<file path="config.mk">
export PLATFORM = sky130hd
export DESIGN_NAME = cover_toggle_sink
export DESIGN_NICKNAME = d
export VERILOG_FILES = /design/src/rtl/cover_toggle_sink.sv
export SDC_FILE = /design/constraint.sdc
export NUM_CORES = 1
export LEC_CHECK = 0
export ABC_AREA = 1
export CAP_MARGIN = 20
export CORE_MARGIN = 8
export CORE_UTILIZATION = 45
export CTS_CLUSTER_SIZE = 30
export DETAILED_ROUTE_END_ITERATION = 8
export GPL_ROUTABILITY_DRIVEN = 1
export PLACE_DENSITY = 0.68
export SYNTH_ARGS = -nofsm -noshare
export SYNTH_HDL_FRONTEND = slang
export SYNTH_SLANG_ARGS = --single-unit
</file>
<file path="constraint.sdc">
create_clock -name clock -period 18.3 [get_ports clock]
set_clock_uncertainty 0.1 [all_clocks]
set_input_delay 2.745 -clock clock [delete_from_list [all_inputs] [get_ports clock]]
set_output_delay 2.745 -clock clock [all_outputs]
set_load 0.01 [all_outputs]
</file>
<file path="src/rtl/cover_toggle_sink.sv">
// -----------------------------------------------------------------------------
// cover_toggle_sink
//
// Purpose:
//   Hardware receiving end of one toggle-cover group. Every clock edge samples a
//   WIDTH-wide vector of hit pulses, keeps a sticky "covered" map and pushes each
//   newly covered point out exactly once as a global index over a valid/ready
//   stream. A hit sampled at edge E shows up on out_valid after edge E+1: edge E
//   captures it into the pending set and edge E+1 selects it into the output
//   register. Several points pending at once are emitted lowest bit first, one
//   per cycle while out_ready is held high.
//
// Parameters:
//   WIDTH        toggle points in this group (1..1024)
//   COVER_INDEX  global index of bit 0 of this group
//   COVER_TOTAL  total toggle points in the design (COVER_INDEX+WIDTH <= it)
//   IDX_W        width of the emitted index
//
// Ports:
//   clock        rising-edge clock
//   reset        asynchronous, active-low reset (0 = in reset)
//   clear        sync active-high epoch clear (COVER_TOGGLE_SINK_CLEAR_EN only)
//   valid        per-bit hit pulses, sampled every clock edge
//   out_valid    out_index holds a newly covered index
//   out_ready    consumer accepts the beat when out_valid & out_ready
//   out_index    COVER_INDEX + bit position, zero-extended to IDX_W
//   hit_count    number of distinct points covered so far
//   all_covered  every point of this group is covered
//
// Build option:
//   COVER_TOGGLE_SINK_CLEAR_EN - when defined, adds the clear input. A clear
//   edge zeroes covered, pending, hit_count and all_covered; hits sampled on the
//   same edge land after the zeroing and open the new epoch. A beat already in
//   the output register is kept until accepted. Without the macro, coverage is
//   cleared only by reset.
// -----------------------------------------------------------------------------
module cover_toggle_sink #(
    parameter int unsigned WIDTH       = 65,
    parameter int unsigned COVER_INDEX = 0,
    parameter int unsigned COVER_TOTAL = 38253,
    parameter int unsigned IDX_W       = 64
) (
    input  logic                       clock,
    input  logic                       reset,
`ifdef COVER_TOGGLE_SINK_CLEAR_EN
    input  logic                       clear,
`endif
    input  logic [WIDTH-1:0]           valid,
    output logic                       out_valid,
    input  logic                       out_ready,
    output logic [IDX_W-1:0]           out_index,
    output logic [$clog2(WIDTH+1)-1:0] hit_count,
    output logic                       all_covered
);

    localparam int unsigned CW = $clog2(WIDTH + 1);
    localparam int unsigned PW = (WIDTH > 1) ? $clog2(WIDTH) : 1;

    // -------------------------------------------------------------------------
    // Elaboration-time parameter sanity
    // -------------------------------------------------------------------------
    if (WIDTH < 1 || WIDTH > 1024) begin : g_bad_width
        $error("cover_toggle_sink: WIDTH must be in 1..1024");
    end
    if (longint'(COVER_INDEX) + longint'(WIDTH) > longint'(COVER_TOTAL)) begin : g_bad_range
        $error("cover_toggle_sink: COVER_INDEX+WIDTH exceeds COVER_TOTAL");
    end

    // -------------------------------------------------------------------------
    // State
    // -------------------------------------------------------------------------
    logic [WIDTH-1:0] covered_q, covered_d;
    logic [WIDTH-1:0] pending_q, pending_d;
    logic             out_valid_q, out_valid_d;
    logic [IDX_W-1:0] out_index_q, out_index_d;
    logic [CW-1:0]    hit_count_q, hit_count_d;
    logic             all_covered_q, all_covered_d;

    // Epoch-clear request; tied off when the option is not built in.
    logic clr;
`ifdef COVER_TOGGLE_SINK_CLEAR_EN
    assign clr = clear;
`else
    assign clr = 1'b0;
`endif

    // -------------------------------------------------------------------------
    // Next-state logic
    // -------------------------------------------------------------------------
    logic [WIDTH-1:0] cov_base;   // covered map after an optional clear
    logic [WIDTH-1:0] pend_base;  // pending set after an optional clear
    logic [CW-1:0]    cnt_base;   // hit count after an optional clear
    logic [WIDTH-1:0] new_bits;
    logic [CW-1:0]    new_pop;
    logic [WIDTH-1:0] sel_mask;
    logic [PW-1:0]    sel_idx;
    logic             load;

    always_comb begin
        cov_base  = clr ? '0 : covered_q;
        pend_base = clr ? '0 : pending_q;
        cnt_base  = clr ? '0 : hit_count_q;

        new_bits = valid & ~cov_base;

        new_pop = '0;
        for (int i = 0; i < int'(WIDTH); i++) begin
            new_pop = new_pop + CW'(new_bits[i]);
        end

        // Lowest set pending bit wins; scanning downwards leaves the lowest last.
        // Only bits pending before this edge are eligible, which gives the
        // capture-then-select latency.
        sel_idx  = '0;
        sel_mask = '0;
        for (int i = int'(WIDTH) - 1; i >= 0; i--) begin
            if (pend_base[i]) begin
                sel_idx     = PW'(i);
                sel_mask    = '0;
                sel_mask[i] = 1'b1;
            end
        end

        load = (!out_valid_q || out_ready) && (pend_base != '0);

        covered_d     = cov_base | new_bits;
        pending_d     = (pend_base | new_bits) & ~(load ? sel_mask : '0);
        hit_count_d   = cnt_base + new_pop;
        all_covered_d = &(cov_base | new_bits);

        out_index_d = out_index_q;
        if (load) begin
            out_valid_d = 1'b1;
            out_index_d = IDX_W'(COVER_INDEX) + IDX_W'(sel_idx);
        end else if (out_ready) begin
            out_valid_d = 1'b0;
        end else begin
            out_valid_d = out_valid_q;
        end
    end

    // -------------------------------------------------------------------------
    // Registers
    // -------------------------------------------------------------------------
    always_ff @(posedge clock or negedge reset) begin
        if (!reset) begin
            covered_q     <= '0;
            pending_q     <= '0;
            out_valid_q   <= 1'b0;
            out_index_q   <= '0;
            hit_count_q   <= '0;
            all_covered_q <= 1'b0;
        end else begin
            covered_q     <= covered_d;
            pending_q     <= pending_d;
            out_valid_q   <= out_valid_d;
            out_index_q   <= out_index_d;
            hit_count_q   <= hit_count_d;
            all_covered_q <= all_covered_d;
        end
    end

    assign out_valid   = out_valid_q;
    assign out_index   = out_index_q;
    assign hit_count   = hit_count_q;
    assign all_covered = all_covered_q;

    // -------------------------------------------------------------------------
    // Protocol checks
    // -------------------------------------------------------------------------
`ifndef SYNTHESIS
    // A stalled beat must not change or vanish.
    a_hold_beat : assert property (@(posedge clock) disable iff (!reset)
        (out_valid && !out_ready) |=> (out_valid && $stable(out_index)));

    a_count_bound : assert property (@(posedge clock) disable iff (!reset)
        (32'(hit_count) <= WIDTH));

    // A point is never both waiting to be emitted and uncovered.
    a_pending_covered : assert property (@(posedge clock) disable iff (!reset)
        ((pending_q & ~covered_q) == '0));
`endif

endmodule
</file>
==> results.toml <==
[logic_synthesis]
synth_top_area_share_pct = 39.0
synth_area_leader_cell = "dfrtp_1"
synth_flop_cell = "dfrtp_1"
yosysMostFrequentCell = "inv_1"
synthCells = 1135
ys_types = 39
ys_top_cells_by_count = "inv_1, nor2_1, dfrtp_1"
ys_seq_area_share_pct = 39.0
synth_enable_flop_cells = 0
synthTopCellsByArea = "dfrtp_1, fa_1, inv_1"
syn_avg_cell_area_um2 = 8.26
synth_warnings = 0
synth_area_um2 = 9370
ys_seq_elements = 146
synth-async-reset-ratio_pct = 100

[outcome]
status = "completed"

[timing]
relSlewSlack_pct = 30.8
hold_viol_final = 0
period_share_pct = 48.6
fin_crit_ps = 8900
final.setup.tns_ps = 0
rsz0062_at_grt = "false"
slew_viol_final = 0
tightest_slew_ps = 1030
setup_viol = 0
worst_slack_ps = 9400
clock.fmax_ghz = 0.112

[final_layout]
design_area_um2 = 10900
fill_cells = 1964
syn2layout_area_growth_pct = 16.5
final_cells = 1522
n_antenna_cell = 0
nets = 1383
utilization_pct = 52.6
layout-drive-gt1-share_pct = 10.8

[die]
chipWidth_um = 160
start_util_pct = 45.2
die_h_um = 160
core-area_um2 = 20800
ios = 141
die_area_um2 = 25700
rows = 53

[worst_setup_path]
critical_path.top_delay_family = "adder cells"
critPathMaxStageDelay_ps = 580
required_ps = 18510
cp-start-kind = "input pin"
critPathSlowestCell = "fa_1"
path_buf_inv = 9
critical_path_class = "input pin to flip-flop"
path_max_fanout = 2
cpMostUsedCell = "fa_1"
cp.arrival_ps = 9110
end_kind = "flip-flop"

[clock_tree]
clock_latency_ps = 430
tritoncts.num_buffers = 17
cts_hold_buf = 0
post_cts_buffers = 0
cts_max_level = 4
clock-sinks = 146
cts_resized = 0
clk_pin_slew_ps = 60
cts_tree = "built"
cts_buffer_depth = 2
root_buffer = "clkbuf_16"

[run]
cap_violations = 0

[global_routing]
grt_first_pass_wirelength_mm = 42.7
overflow = 0
antenna_found_initial = 0
grt_max_degree = 83
grt_pass1_vias = 7626
grt.total_usage_pct = 21.3

[drt]
firstDrtPassIters = 5
drt-initial-drc-count = 610
avgViaCountPerCell = 4.90
final_antenna_net_count = 0
drc = 0
via_count = 7458
wl_mm = 26.3
routedWlPerCell_um = 17.3

[pwr]
peakVddDrop_mv = 0.0632
p_leak_nw = 5.16
power_density_nw_per_um2 = 93.6

[placed_design]
place_ws_ps = 8950
hpwlAfterDp_mm = 21.4
placed_cell_area_um2 = 10300
dpl.cell_count = 1491
finalWeightedCongestion = 0.976
portBuffers = 83

[min_path]
hold_class = "flip-flop to flip-flop"
[cells by family (layout without fill, tap and decap cells)]
kind of cell | after synthesis | in the layout | share of synthesized area, %
and+or+nand+nor | 458 | 458 | 22.3
adders and majority gates | 80 | 80 | 15.2
buffers and inverters | 342 | 398 | 16.1
DFF | 146 | 146 | 39.0
AOI/OAI and AO/OA | 100 | 100 | 6.62
other | 1 | 57 | 0.0400
xor gates and xnor gates | 8 | 8 | 0.747
[sequential cells by signal, summed over array words and instances (netlist names)]
register,count
out_index,7
out_valid,1
hit_count,7
all_covered,1
pend_base,65
cov_base,65
[layout make-up]
class                           instances  area [um^2]  share of cell area [%]
Clock buffer                           19          453                    4.15
Clock inverter                         12          131                    1.20
Inverter                              281         1060                    9.71
Multi-Input combinational cell        703         4420                    40.5
Sequential cell                       146         3650                    33.5
Tap cell                              275          344                    3.15
Timing Repair Buffer                   86          855                    7.83
[worst paths after layout]
| path | start | endpoint | slack (ps) | cells after the start |
|---|---|---|---|---|
| min | cov_base[12] | cov_base[12] | 380 | 1 |
| max | valid[60] | hit_count[6] | 9400 | 25 |
| min reg2reg | cov_base[12] | cov_base[12] | 380 | 1 |
| max reg2reg | cov_base[60] | hit_count[6] | 11830 | 23 |
| max in group asynchronous | reset | cov_base[25] | 14500 | 2 |
| min in group asynchronous | reset | all_covered | 2260 | 1 |
[layout by cell type, fill, tap and decap left out, types with 2 or more instances in the layout]
cell and n:
nand4_1 31, clkbuf_8 2, conb_1 57, buf_4 3, o21ai_0 6, dfrtp_1 146
o21ai_1 23, fa_1 57, a32o_1 2, clkdlybuf4s50_1 82, ha_1 23, clkbuf_16 17
inv_2 29, or2_2 65, nor2_1 167, xor2_1 4, o32a_1 2, nor4_1 15
a32oi_1 2, nor3_1 20, clkinv_2 3, inv_1 249, a31oi_1 9, inv_4 2
o31ai_1 6, xnor2_1 4, o41ai_1 2, inv_6 2, nor2_2 3, a21oi_1 23
bufinv_16 2, o32ai_1 7, clkinvlp_4 4, o22ai_1 13, nand2_1 117, nand3_1 37
[report_power, final]
| part | internal, W | switching [W] |
|---|---|---|
| clock | 0.000207 | 0.000143 |
| sequential | 0.000356 | 0.0000328 |
| combinational | 0.000107 | 0.000176 |
[through the flow]
stage,hold WS (ps),total power [W]
final,376,0.00102
after global routing,391,0.00108
after CTS,378,0.00103
after detailed placement,362,0.000674
after global placement,359,0.000671
after floorplan,350,0.000564
[per-layer routing]
metal / part of all wire (%) / track usage [%]
met1: 46 / 28.9
met5: 0 / 0
met2: 45 / 33.0
met3: 7.1 / 5.12
met4: 2.7 / 7.35
(Power assumes the default switching activity.)
